### src/rtl/pi_scroll_ctrl.sv
// pi_scroll_ctrl: sequencing controller for the pi-digit scroller.
// Owns the digit ROM read port, fetches an 8-digit window into a shadow
// buffer and commits it to the display in a single cycle.
// Optional feature: define PI_SCROLL_REVERSE_EN to add the dir port and
// reverse scrolling with underflow wrap (0 -> MAXN).
module pi_scroll_ctrl #(
  parameter int ROM_LAT     = 1,
  parameter int MAXN        = 82936,
  parameter int TICK_PERIOD = 33554432,
  parameter int ADDR_W      = 17
) (
  input  logic              clk,
  input  logic              rst,
  input  logic              pause,
  input  logic              step,
`ifdef PI_SCROLL_REVERSE_EN
  input  logic              dir,
`endif
  output logic [ADDR_W-1:0] rom_addr,
  input  logic [3:0]        rom_data,
  output logic [31:0]       digits,
  output logic [ADDR_W-1:0] base,
  output logic              frame_valid,
  output logic              busy
);
  localparam logic [1:0] S_IDLE  = 2'd0;
  localparam logic [1:0] S_FETCH = 2'd1;
  localparam logic [1:0] S_DRAIN = 2'd2;

  localparam int              TW       = (TICK_PERIOD > 1) ? $clog2(TICK_PERIOD) : 1;
  localparam logic [TW-1:0]   TICK_MAX = TW'(TICK_PERIOD - 1);
  localparam logic [ADDR_W-1:0] BASE_MAX = ADDR_W'(MAXN);

  logic [1:0]        r_state;
  logic [TW-1:0]     r_tick;
  logic              r_pend;
  logic              r_fill;
  logic [2:0]        r_idx;
  logic [ADDR_W-1:0] r_base;
  logic [ADDR_W-1:0] r_addr;
  logic [31:0]       r_digits;
  logic              r_fv;
  // Slot 7 is never stored: it is taken straight from rom_data at commit.
  logic [3:0]        r_shadow [7];
  logic [ROM_LAT:1]  r_vld_pipe;
  logic [2:0]        r_idx_pipe [ROM_LAT:1];

  logic              w_tick;
  logic              w_evt;
  logic              w_start;
  logic              w_cap;
  logic              w_last;
  logic [2:0]        w_cap_idx;
  logic [ADDR_W-1:0] w_next_base;
  logic [31:0]       w_window;

  assign w_tick    = !pause && (r_tick == TICK_MAX);
  assign w_evt     = step || w_tick;
  assign w_start   = (r_state == S_IDLE) && (w_evt || r_pend || r_fill);
  assign w_cap     = r_vld_pipe[ROM_LAT];
  assign w_cap_idx = r_idx_pipe[ROM_LAT];
  assign w_last    = w_cap && (w_cap_idx == 3'd7);

  assign rom_addr    = r_addr;
  assign digits      = r_digits;
  assign base        = r_base;
  assign frame_valid = r_fv;
  assign busy        = (r_state != S_IDLE);

  // Base to use for the next fetch; a fill refetches the current base.
  always_comb begin
    w_next_base = (r_base == BASE_MAX) ? '0 : r_base + ADDR_W'(1);
`ifdef PI_SCROLL_REVERSE_EN
    if (dir) w_next_base = (r_base == '0) ? BASE_MAX : r_base - ADDR_W'(1);
`endif
    if (r_fill) w_next_base = r_base;
  end

  // Full window as it will be committed: stored slots 0..6 plus the slot-7 digit arriving now.
  always_comb begin
    w_window = '0;
    for (int k = 0; k < 7; k++) w_window[4*k +: 4] = r_shadow[k];
    w_window[31:28] = rom_data;
  end

  // Auto-advance tick counter; frozen by pause, free-running while busy.
  always_ff @(posedge clk) begin
    if (rst) r_tick <= '0;
    else if (!pause) r_tick <= (r_tick == TICK_MAX) ? '0 : r_tick + TW'(1);
  end

  // Tag pipeline tracking which slot each in-flight ROM read belongs to.
  always_ff @(posedge clk) begin
    if (rst) begin
      r_vld_pipe <= '0;
      for (int k = 1; k <= ROM_LAT; k++) r_idx_pipe[k] <= '0;
    end else begin
      r_vld_pipe[1] <= (r_state == S_FETCH);
      r_idx_pipe[1] <= r_idx;
      for (int k = 2; k <= ROM_LAT; k++) begin
        r_vld_pipe[k] <= r_vld_pipe[k-1];
        r_idx_pipe[k] <= r_idx_pipe[k-1];
      end
    end
  end

  // Shadow capture of returning ROM digits (slots 0..6).
  always_ff @(posedge clk) begin
    if (rst) begin
      for (int k = 0; k < 7; k++) r_shadow[k] <= '0;
    end else if (w_cap && (w_cap_idx != 3'd7)) begin
      r_shadow[w_cap_idx] <= rom_data;
    end
  end

  // Sequencing FSM: start fetch, issue 8 addresses, wait for last digit, commit.
  always_ff @(posedge clk) begin
    if (rst) begin
      r_state  <= S_IDLE;
      r_fill   <= 1'b1;
      r_pend   <= 1'b0;
      r_idx    <= '0;
      r_base   <= '0;
      r_addr   <= '0;
      r_digits <= '0;
      r_fv     <= 1'b0;
    end else begin
      r_fv <= 1'b0;
      case (r_state)
        S_IDLE: begin
          if (w_start) begin
            r_base  <= w_next_base;
            r_addr  <= w_next_base;
            r_idx   <= '0;
            // An event coinciding with the fill is kept for afterwards.
            r_pend  <= r_fill && w_evt;
            r_fill  <= 1'b0;
            r_state <= S_FETCH;
          end
        end
        S_FETCH: begin
          if (w_evt) r_pend <= 1'b1;
          if (r_idx == 3'd7) begin
            r_state <= S_DRAIN;
          end else begin
            r_idx  <= r_idx + 3'd1;
            r_addr <= r_base + ADDR_W'(r_idx) + ADDR_W'(1);
          end
        end
        S_DRAIN: begin
          if (w_evt) r_pend <= 1'b1;
          if (w_last) begin
            r_digits <= w_window;
            r_fv     <= 1'b1;
            r_state  <= S_IDLE;
          end
        end
        default: r_state <= S_IDLE;
      endcase
    end
  end
endmodule

### config.mk
export PLATFORM = sky130hd
export DESIGN_NAME = pi_scroll_ctrl
export DESIGN_NICKNAME = d
export VERILOG_FILES = /design/src/rtl/pi_scroll_ctrl.sv
export SDC_FILE = /design/constraint.sdc
export NUM_CORES = 1
export LEC_CHECK = 0
export ABC_AREA = 1
export CAP_MARGIN = 40
export CORE_ASPECT_RATIO = 1.75
export CORE_UTILIZATION = 51
export CTS_CLUSTER_SIZE = 8
export DETAILED_ROUTE_END_ITERATION = 16
export PLACE_DENSITY = 0.74
export SLEW_MARGIN = 0
export SYNTH_ARGS = -nofsm -noshare
export SYNTH_HDL_FRONTEND = slang
export SYNTH_SLANG_ARGS = --single-unit
### constraint.sdc
create_clock -name clk -period 2.8 [get_ports clk]
set_input_delay 0.56 -clock clk [delete_from_list [all_inputs] [get_ports clk]]
set_output_delay 0.56 -clock clk [all_outputs]
set_load 0.1 [all_outputs]
==> reports/metrics.csv, run 1 <==
stage,metric,value,unit
worst_setup_path,crit path capture type,register,
timing,Slew Limit Fails,0,
global_route,first-pass GRT wire length,26730,um
floorplan,Initial Util,52.17,%
global_route,met1 usage,25.05,%
global_route,initial antenna violation count,0,
synth,syn_area_per_cell,7.034,um^2
final_layout,area delta synth->final,20.74,%
timing,Peak Freq,430.2,MHz
drt,Pre-antenna DRT Iters,7,
drt,vias per cell,5.214,
floorplan,FP Rows,54,
placement,DP Worst Slack,375.2,ps
timing,RSZ-0062 raised after global routing,no,
floorplan,die area,0.01312,mm^2
floorplan,Ports,76,
drt,vias,6137,
worst_setup_path,CP startpoint,base[7],
drt,initial drt markers,373,
final_layout,share of layout cells above drive strength 1,13.38,%
clock_network,worst skew pair latency,420,ps
global_route,Congestion Overflow GR,0,
worst_setup_path,Worst Path Required,3120,ps
global_route,Global Route Usage Sum,27.14,%
floorplan,core area,0.01236,mm^2
timing,final worst setup slack,475.5,ps
synth,"Net Count, Synth",938,
timing,Final min period,2325,ps
pwr,sw frac,44.65,%
final_layout,Fillers,1124,
synth,Seq cells post-synth,131,
clock_network,Root Buffer,clkbuf_16,
placement,DP Area,0.007192,mm^2
final_layout,nets@finish,1017,
timing,Final setup viols,0,
placement,DP HPWL,12100,um
floorplan,die width,87.01,um
synth,Netlist cell types,39,
worst_setup_path,Worst Path Arrival,2640,ps
worst_hold_path,HP Class,reg -> reg,
clock_network,Worst-path clk slew,60,ps
pwr,cell-internal power,4.219,mW
pwr,Static Leakage,3.401,nW
global_route,most used routing layer,met2,
final_layout,Post-Layout Inst Area,0.007787,mm^2
global_route,M2 GR Usage,49.45,%
drt,DRC Markers,0,
timing,Min Hold Slack,480.9,ps
timing,Max-slew headroom,59.15,%
timing,"Hold Vio Cnt, Final",0,
worst_setup_path,startpoint types,register,
pwr,Max VDD drop,0.0007769,V
drt,drt wl/cell,14.10,um
pwr,Pwr Density,978.9,mW/mm^2
global_route,largest net degree at the start of global routing,46,
final_layout,Register Area,0.002864,mm^2
clock_network,# hold bufs at CTS,0,
timing,Slew @ Worst Pin,611.1,ps
floorplan,DIE HEIGHT,150.8,um
clock_network,clock sinks,131,
drt,Antenna Violating Nets Remaining,0,
clock_network,postcts setup bufs,0,
clock_network,Clock Tree Buf Depth,2,
synth,post-synthesis instance total,917,
global_route,routing usage on met3,6.322,%
synth,Post-Syn Area,0.006450,mm^2
placement,RD Place Congestion,1.037,
global_route,vias in the first global route,5694,
clock_network,Num CTS Buffers,17,
worst_setup_path,reg2reg start,base[7],
pwr,Clk pwr share,29.3,%
clock_network,Resized cells post-CTS,0,
drt,Routed WL,16600,um
timing,Fin Setup TNS,0,ps
worst_setup_path,CP Max Fanout,14,
placement,input/output buffers,75,
synth,sequential fraction of the synthesis area,44.38,%
clock_network,CTS tree,built,
run_status,outcome,completed,
flow_run,max-cap violations,0,
pwr,Flop pwr share,31.2,%
pwr,P_sw,3.404,mW
worst_hold_path,Hold Crit Start,digits[5],
final_layout,antenna cells,0,
placement,cell count after placement,1145,
final_layout,multi-input logic area,0.003060,mm^2
worst_setup_path,CP Class,reg -> reg,
synth,synth warn,0,
final_layout,Final Non-Filler Cells,1177,
timing,skew final,7.619,ps
pwr,Combinational Power Share,39.5,%
timing,Tcrit/Tclk final,83.02,%
clock_network,H-Tree Depth,4,
-- Yosys cell counts --
cell | instances | share of area, %
nand2_1 | 213 | 12
buf_4 | 3 | 0.35
o21a_1 | 1 | 0.12
nand2_4 | 3 | 0.52
o221a_2 | 1 | 0.17
nand3_4 | 1 | 0.27
nor2_1 | 203 | 12
fa_1 | 1 | 0.31
nand3b_1 | 1 | 0.12
o21ai_1 | 3 | 0.23
clkinv_1 | 2 | 0.12
nor4_1 | 1 | 0.097
edfxtp_1 | 24 | 11
o21ai_0 | 56 | 4.3
nand4_1 | 18 | 1.7
dfxtp_1 | 107 | 33
buf_6 | 5 | 0.87
nor2_4 | 1 | 0.17
clkbuf_1 | 18 | 1.0
and3_1 | 3 | 0.29
a31oi_1 | 1 | 0.097
inv_1 | 93 | 5.4
nand3_2 | 1 | 0.16
or2_2 | 4 | 0.39
nand4_4 | 1 | 0.33
xnor2_1 | 4 | 0.54
buf_2 | 4 | 0.31
nor3b_1 | 3 | 0.35
a211oi_1 | 1 | 0.12
o21bai_2 | 1 | 0.17
nor3_1 | 9 | 0.70
a21oi_1 | 41 | 3.2
nand2_2 | 1 | 0.097
o22ai_1 | 1 | 0.097
xor2_1 | 8 | 1.1
nor2_2 | 4 | 0.39
ha_1 | 12 | 2.3
nand3_1 | 62 | 4.8
buf_1 | 1 | 0.058
-- worst paths after layout --
kind              cells past startpoint  slack, ps           to
setup / recovery                     11        480  rom_addr[7]
hold / removal                        2        480    digits[5]
setup reg to reg                     11        480  rom_addr[7]
hold reg to reg                       2        480    digits[5]
-- registers in the layout (all words and copies together) (netlist names) --
register and count:
r_idx 3, base 17, r_tick 25, r_fill 1, r_idx_pipe 3, frame_valid 1, digits 32, r_pend 1
r_state 2, r_vld_pipe 1, rom_addr 17, r_shadow 28
-- per-stage QoR --
| stage | util (%) | power [mW] |
|---|---|---|
| after floorplan | - | 4.788 |
| after global placement | 58.17 | 5.387 |
| after CTS | 62.98 | 7.645 |
| after global routing | 62.98 | 8.039 |
| after detailed placement | 58.17 | 5.401 |
| final | 62.98 | 7.623 |
-- logic make-up (layout without fill, tap and decap cells) --
| logic type | after synthesis | count (layout) | synth area share (%) |
|---|---|---|---|
| AO/OA/AOI/OAI | 106 | 106 | 8.536 |
| flip-flops | 131 | 131 | 44.38 |
| XOR/XNOR | 12 | 12 | 1.629 |
| AND/OR/NAND/NOR | 529 | 529 | 34.65 |
| adder cells (fa/ha/maj) | 13 | 13 | 2.638 |
| buffers and inverters | 126 | 218 | 8.167 |
-- worst max-delay path: stages (launching register included) --
cell     delay, ps
dfxtp_1        510
nand2_1        120
inv_1          130
nand2_1        120
nor2_1         170
nand3_1        480
inv_1          210
nor2_1          70
nand2_1         60
nand2_1        160
nor2_1         140
nor2_1          50
-- area by class of cell --
type                       count  share of cell area (%)
clock inverter                14                   2.137
multi-input combinational    660                   39.30
timing repair buffer          91                   8.997
inverter                      95                   4.579
sequential                   131                   36.78
tap                          168                   2.699
clock buffer                  18                   5.511
-- power groups by stage --
stage                     Sequential, mW  Combinational [mW]  Clock, mW
after CTS                           2.37                3.01       2.26
after global routing                2.41                3.26       2.37
after global placement              2.42                2.97          0
after floorplan                     3.34                1.44          0
after detailed placement            2.41                2.99          0
final                               2.38                3.01       2.23
-- layout by cell type, fill, tap and decap left out, types with 4 or more instances in the layout --
| master | n |
|---|---|
| ha_1 | 12 |
| nor2_2 | 4 |
| buf_4 | 84 |
| nand4_1 | 18 |
| inv_1 | 92 |
| clkbuf_16 | 17 |
| nor3_1 | 9 |
| nand2_1 | 213 |
| a21oi_1 | 41 |
| clkinv_4 | 4 |
| edfxtp_1 | 24 |
| dfxtp_1 | 106 |
| o21ai_0 | 56 |
| nand3_1 | 62 |
| xor2_1 | 8 |
| xnor2_1 | 4 |
| or2_2 | 4 |
| clkdlybuf4s50_1 | 7 |
| inv_6 | 6 |
| nor2_1 | 203 |
-- routing by layer --
metal | wire, um | vias to the layer above
met5 | 0 | -
met4 | 1279 | 0
met3 | 754 | 67
li1 | - | 3078
met2 | 8745 | 211
met1 | 5816 | 2781
Power figures use the tool's default switching activity.
==> run 2, diff against run 1 <==
clock period = 2.4 ns   (was 2.8 ns; I/O delays follow)
==> run 2 against run 1 <==
  * Clock power increased by 13%
  * Clock-buffer cell count shrank 1
  * Flip-flop and latch count unchanged
  * Die area unchanged
  * Utilization increased by 0.74 points
  * Sequential power grew 15%
  * Final area is 1.2% higher
  * Combinational power up 21%
  * Wire length increased by 0.17%
  * First-iteration DRC count fell by 31%
  * Critical endpoint is now rom_addr[6]
  * Largest power group unchanged
==> reports/metrics.csv, run 2 (synthesized netlist as in run 1, its figures left out) <==
stage,metric,value,unit,change
drt,Antenna Violating Nets Remaining,0,,unchanged
final_layout,Largest register FFs,32,,unchanged
drt,drt wl/cell,14.01,um,was 14.10 um
floorplan,Ports,76,,unchanged
timing,Tcrit/Tclk final,89.90,%,was 83.02%
global_route,vias in the first global route,5785,,was 5694
timing,Final min period,2158,ps,was 2325 ps
timing,Max-slew headroom,68.16,%,was 59.15%
drt,initial drt markers,257,,was 373
final_layout,"commonest non-fill, non-tap cell in the layout",nand2_1,,unchanged
floorplan,die width,87.01,um,unchanged
timing,Slew @ Worst Pin,477.6,ps,was 611.1 ps
placement,input/output buffers,75,,unchanged
final_layout,area delta synth->final,22.15,%,was 20.74%
drt,routed length on met3,571,um,was 754 um
clock_network,Num CTS Buffers,17,,unchanged
clock_network,# hold bufs at CTS,0,,unchanged
floorplan,die area,0.01312,mm^2,unchanged
worst_setup_path,"slowest stage delay, CP",400,ps,was 510 ps
drt,vias per cell,5.174,,was 5.214
global_route,largest net degree at the start of global routing,77,,was 46
final_layout,"commonest cells after routing, fill and taps aside","nand2_1 (213), nor2_1 (203), dfxtp_1 (104), inv_1 (92), buf_4 (92)",,"was nand2_1 (213), nor2_1 (203), dfxtp_1 (106), inv_1 (92), buf_4 (84)"
floorplan,core area,0.01236,mm^2,unchanged
drt,Pre-antenna DRT Iters,5,,was 7
worst_setup_path,CP max stage cell,fa_1,,was dfxtp_1
clock_network,CTS tree,built,,unchanged
worst_setup_path,crit path capture type,register,,unchanged
final_layout,share of layout cells above drive strength 1,14.52,%,was 13.38%
run_status,outcome,completed,,unchanged
floorplan,DIE HEIGHT,150.8,um,unchanged
worst_setup_path,family with the most delay on the worst path,adder cells,,was simple AND/OR/NAND/NOR gates
worst_setup_path,Worst Path Required,2760,ps,was 3120 ps
worst_setup_path,startpoint types,register,,unchanged
drt,met1 wire length,5910,um,was 5816 um
clock_network,H-Tree Depth,4,,unchanged
global_route,Global Route Usage Sum,26.91,%,was 27.14%
drt,Routed WL,16630,um,was 16600 um
floorplan,FP Rows,54,,unchanged
worst_setup_path,CP Class,reg -> reg,,unchanged
placement,DP HPWL,12140,um,was 12100 um
timing,Fin Setup TNS,0,ps,unchanged
timing,Slew Limit Fails,0,,unchanged
drt,metal2 WL,8788,um,was 8745 um
clock_network,worst skew pair latency,420,ps,about the same
timing,RSZ-0062 raised after global routing,no,,unchanged
placement,cell count after placement,1155,,was 1145
worst_setup_path,CP Max Fanout,7,,was 14
global_route,first-pass GRT wire length,26570,um,was 26730 um
pwr,Static Leakage,3.460,nW,was 3.401 nW
final_layout,nets@finish,1027,,was 1017
flow_run,max-cap violations,0,,unchanged
clock_network,postcts setup bufs,0,,unchanged
final_layout,antenna cells,0,,unchanged
worst_setup_path,Critical path buffers and inverters,2,,unchanged
pwr,Final Power,8.888,mW,was 7.623 mW
drt,top sig layer,met4,,unchanged
worst_setup_path,Worst Path Arrival,2520,ps,was 2640 ps
floorplan,Initial Util,52.17,%,unchanged
timing,Final setup viols,0,,unchanged
placement,RD Place Congestion,0.9678,,was 1.037
clock_network,Root Buffer,clkbuf_16,,unchanged
final_layout,Fillers,1187,,was 1124
drt,vias,6141,,was 6137
timing,skew final,8.175,ps,was 7.619 ps
clock_network,Clock Tree Buf Depth,2,,unchanged
timing,"Hold Vio Cnt, Final",0,,unchanged
global_route,Congestion Overflow GR,0,,unchanged
drt,DRC Markers,0,,unchanged
timing,Min Hold Slack,481.1,ps,was 480.9 ps
pwr,Pwr Density,1128,mW/mm^2,was 978.9 mW/mm^2
worst_setup_path,cell-by-cell trace of the critical path,"inv_1, ha_1, fa_1, o21ai_1, buf_4, nand2_1, a21oi_1, o21ai_0, o21ai_0, nor2_1, nor2_1",,"was nand2_1, inv_1, nand2_1, nor2_1, nand3_1, inv_1, nor2_1, nand2_1, nand2_1, nor2_1, nor2_1"
timing,Peak Freq,463.5,MHz,was 430.2 MHz
clock_network,Resized cells post-CTS,0,,unchanged
final_layout,Final Non-Filler Cells,1187,,was 1177
clock_network,Worst-path clk slew,70,ps,was 60 ps
global_route,initial antenna violation count,0,,unchanged
pwr,Max VDD drop,0.001052,V,was 0.0007769 V
clock_network,clock sinks,131,,unchanged
worst_hold_path,HP Class,reg -> reg,,unchanged
## run 2: cell count changes in the layout (fill, tap and decap cells not counted), sizes merged
cell      change
bufinv        -2
buf          +10
clkbuf        -1
clkinv        +1
clkinvlp      -1
inv           +3
## run 2: cell type report
class / instances / area (um^2) / share of cell area [%]
Multi-Input combinational cell: 660 / 3060 / 38.84
Sequential cell: 131 / 2869 / 36.41
Timing Repair Buffer: 101 / 800.8 / 10.16
Clock buffer: 17 / 425.4 / 5.399
Inverter: 95 / 356.6 / 4.526
Tap cell: 168 / 210.2 / 2.668
Clock inverter: 15 / 156.4 / 1.985
## run 2: path summary, 6_finish.rpt
check,startpoint,to,slack [ps],cells past startpoint
max,r_idx[0],rom_addr[6],240,11
min,r_tick[22],r_tick[22],480,2
max reg2reg,r_idx[0],rom_addr[6],240,11
min reg2reg,r_tick[22],r_tick[22],480,2
## run 2: per-layer routing
layer / global-route usage [%] / vias to the layer above
met5: 0 / -
li1: - / 3107
met2: 50.24 / 172
met4: 21.92 / 0
met1: 25.03 / 2782
met3: 4.360 / 80
## run 2: worst reg2reg max path: stages, from the launching register on
cell	delay [ps]
dfxtp_1	360
inv_1	110
ha_1	230
fa_1	400
o21ai_1	150
buf_4	160
nand2_1	110
a21oi_1	130
o21ai_0	80
o21ai_0	170
nor2_1	80
nor2_1	110
## run 2: power by group
| group | switching, mW | internal [mW] |
|---|---|---|
| clock | 1.13 | 1.39 |
| sequential | 0.211 | 2.51 |
| combinational | 2.71 | 0.924 |
| total | 4.06 | 4.83 |
## run 2: metrics by stage
step	cell area (um^2)	setup WS, ps	utilization (%)
floorplan	6456	41.82	-
global placement	7297	183.8	59.02
detailed placement	7297	165.9	59.02
CTS	7879	224.8	63.72
global route	7879	47.93	63.72
finish	7879	242.4	63.72
==> run 3, diff against run 2 <==
CORE_ASPECT_RATIO = not set   (was 1.75)
CORE_MARGIN = 2   (was not set)
==> run 3 against run 2 <==
  * Global-route usage is 3.7 points lower
  * Clock-buffer cell count is 3 higher
  * Die area is 3.4% higher
  * Register-to-register slack hardly changed
  * Hold slack worse by 8.0 ps
  * First-iteration DRC count is 110% higher
==> reports/metrics.csv, run 3 (synthesized netlist as in run 1, its figures left out) <==
stage,metric,value,unit,change
worst_hold_path,HP Class,reg -> reg,,unchanged
clock_network,clock sinks,131,,unchanged
worst_setup_path,Worst Path Required,2750,ps,was 2760 ps
floorplan,Ports,76,,unchanged
pwr,sw frac,43.76,%,was 45.68%
timing,"Hold Vio Cnt, Final",0,,unchanged
final_layout,"commonest cells after routing, fill and taps aside","nand2_1 (213), nor2_1 (203), dfxtp_1 (104), inv_1 (92), buf_4 (87)",,"was nand2_1 (213), nor2_1 (203), dfxtp_1 (104), inv_1 (92), buf_4 (92)"
drt,vias per cell,5.000,,was 5.174
floorplan,DIE HEIGHT,116.5,um,was 150.8 um
worst_setup_path,startpoint types,register,,unchanged
clock_network,CTS tree,built,,unchanged
timing,RSZ-0062 raised after global routing,no,,unchanged
floorplan,die width,116.5,um,was 87.01 um
floorplan,die area,0.01356,mm^2,was 0.01312 mm^2
worst_hold_path,worst hold path depth,2,,unchanged
final_layout,Largest register FFs,32,,unchanged
timing,Slew @ Worst Pin,423.6,ps,was 477.6 ps
timing,Slew Limit Fails,0,,unchanged
timing,Final setup viols,0,,unchanged
drt,Pre-antenna DRT Iters,6,,was 5
final_layout,area delta synth->final,21.47,%,was 22.15%
clock_network,worst skew pair latency,410,ps,was 420 ps
final_layout,"commonest non-fill, non-tap cell in the layout",nand2_1,,unchanged
placement,RD Place Congestion,0.9121,,was 0.9678
pwr,Pwr Density,1122,mW/mm^2,was 1128 mW/mm^2
drt,initial drt markers,536,,was 257
clock_network,Worst-path clk slew,60,ps,was 70 ps
global_route,first-pass GRT wire length,24750,um,was 26570 um
clock_network,# hold bufs at CTS,0,,unchanged
worst_setup_path,CP startpoint,base[0],,was r_idx[0]
worst_setup_path,crit path capture type,register,,unchanged
pwr,Flop pwr share,31.1,%,was 30.7%
worst_setup_path,RR Endpoint,rom_addr[8],,was rom_addr[6]
flow_run,max-cap violations,0,,unchanged
worst_setup_path,CP Class,reg -> reg,,unchanged
pwr,Max VDD drop,0.0009935,V,was 0.001052 V
clock_network,postcts setup bufs,0,,unchanged
clock_network,Num CTS Buffers,17,,unchanged
final_layout,Final Non-Filler Cells,1186,,was 1187
timing,skew final,6.804,ps,was 8.175 ps
run_status,outcome,completed,,unchanged
floorplan,FP Rows,41,,was 54
final_layout,antenna cells,0,,unchanged
drt,Antenna Violating Nets Remaining,0,,unchanged
global_route,Congestion Overflow GR,0,,unchanged
pwr,Static Leakage,3.418,nW,was 3.460 nW
drt,drt wl/cell,12.69,um,was 14.01 um
floorplan,core area,0.01247,mm^2,was 0.01236 mm^2
pwr,Final Power,8.788,mW,was 8.888 mW
floorplan,Initial Util,51.74,%,was 52.17%
global_route,initial antenna violation count,0,,unchanged
clock_network,Resized cells post-CTS,0,,unchanged
worst_setup_path,CP Max Fanout,7,,unchanged
worst_setup_path,Reg2Reg Setup Slack,250,ps,was 240 ps
timing,Min Hold Slack,473.0,ps,was 481.1 ps
timing,Max-slew headroom,71.66,%,was 68.16%
pwr,Combinational Power Share,40.6,%,was 40.9%
clock_network,Clock Tree Buf Depth,2,,unchanged
timing,Final min period,2150,ps,was 2158 ps
pwr,P_sw,3.845,mW,was 4.060 mW
global_route,Global Route Usage Sum,23.22,%,was 26.91%
worst_setup_path,Worst Path Arrival,2500,ps,was 2520 ps
final_layout,Fillers,1179,,was 1187
timing,Fin Setup TNS,0,ps,unchanged
worst_setup_path,reg2reg start,base[0],,was r_idx[0]
worst_setup_path,crit path to,rom_addr[8],,was rom_addr[6]
global_route,vias in the first global route,5428,,was 5785
timing,Tcrit/Tclk final,89.60,%,was 89.90%
placement,cell count after placement,1154,,was 1155
placement,input/output buffers,75,,unchanged
global_route,largest net degree at the start of global routing,77,,unchanged
clock_network,H-Tree Depth,4,,unchanged
placement,DP HPWL,10570,um,was 12140 um
final_layout,share of layout cells above drive strength 1,13.91,%,was 14.52%
drt,Routed WL,15050,um,was 16630 um
worst_setup_path,reg2reg path depth,10,,was 11
pwr,cell-internal power,4.943,mW,was 4.828 mW
drt,DRC Markers,0,,unchanged
clock_network,Root Buffer,clkbuf_16,,unchanged
timing,Peak Freq,465.0,MHz,was 463.5 MHz
final_layout,nets@finish,1022,,was 1027
drt,vias,5930,,was 6141
pwr,Clk pwr share,28.3,%,was 28.4%
## run 3: stage by stage
stage / util, % / setup WS [ps] / cell area [um^2]
after floorplan: - / 41.82 / 6456
after global routing: 62.85 / 89.82 / 7835
after CTS: 62.85 / 284.6 / 7835
after global placement: 58.28 / 180.4 / 7264
final: 62.85 / 249.7 / 7835
after detailed placement: 58.28 / 101.6 / 7264
## run 3: metal layers
metal	up-vias	routed length [um]	GRT usage, %
met5	-	0	0
met4	0	226	8.016
met3	17	756	4.930
met2	171	7175	40.12
met1	2636	6889	28.82
li1	3106	-	-
## run 3: worst min-delay path by stage
| stage | startpoint | to | slack (ps) |
|---|---|---|---|
| 6_report | r_tick[24] | r_tick[24] | 470 |
| 3_3_place_gp | r_tick[21] | r_tick[21] | 460 |
| 3_5_place_dp | r_tick[21] | r_tick[21] | 470 |
| 2_1_floorplan | r_tick[22] | r_tick[22] | 440 |
| 4_1_cts | r_tick[24] | r_tick[24] | 480 |
| 5_1_grt | r_tick[21] | r_tick[21] | 500 |
## run 3: cell type report
| type | instances | area [um^2] | area share, % |
|---|---|---|---|
| Multi-Input combinational cell | 660 | 3060 | 39.06 |
| Sequential cell | 131 | 2869 | 36.62 |
| Timing Repair Buffer | 96 | 763.2 | 9.741 |
| Clock buffer | 20 | 467.9 | 5.973 |
| Inverter | 95 | 356.6 | 4.551 |
| Tap cell | 172 | 215.2 | 2.747 |
| Clock inverter | 12 | 102.6 | 1.309 |
## run 3: power groups by stage
stage | logic, mW | clock network, mW | registers, mW
final | 3.57 | 2.48 | 2.73
after detailed placement | 3.56 | 0 | 2.77
after floorplan | 1.68 | 0 | 3.91
after global placement | 3.50 | 0 | 2.78
after global routing | 3.90 | 2.64 | 2.77
after CTS | 3.57 | 2.52 | 2.73
## run 3: critical path, stage by stage, from the launching register on
cell	delay [ps]
dfxtp_4	380
inv_1	90
ha_1	230
fa_1	400
o21ai_1	160
buf_4	180
nand2_1	100
xor2_1	150
o21ai_0	230
nor2_1	60
nor2_1	100
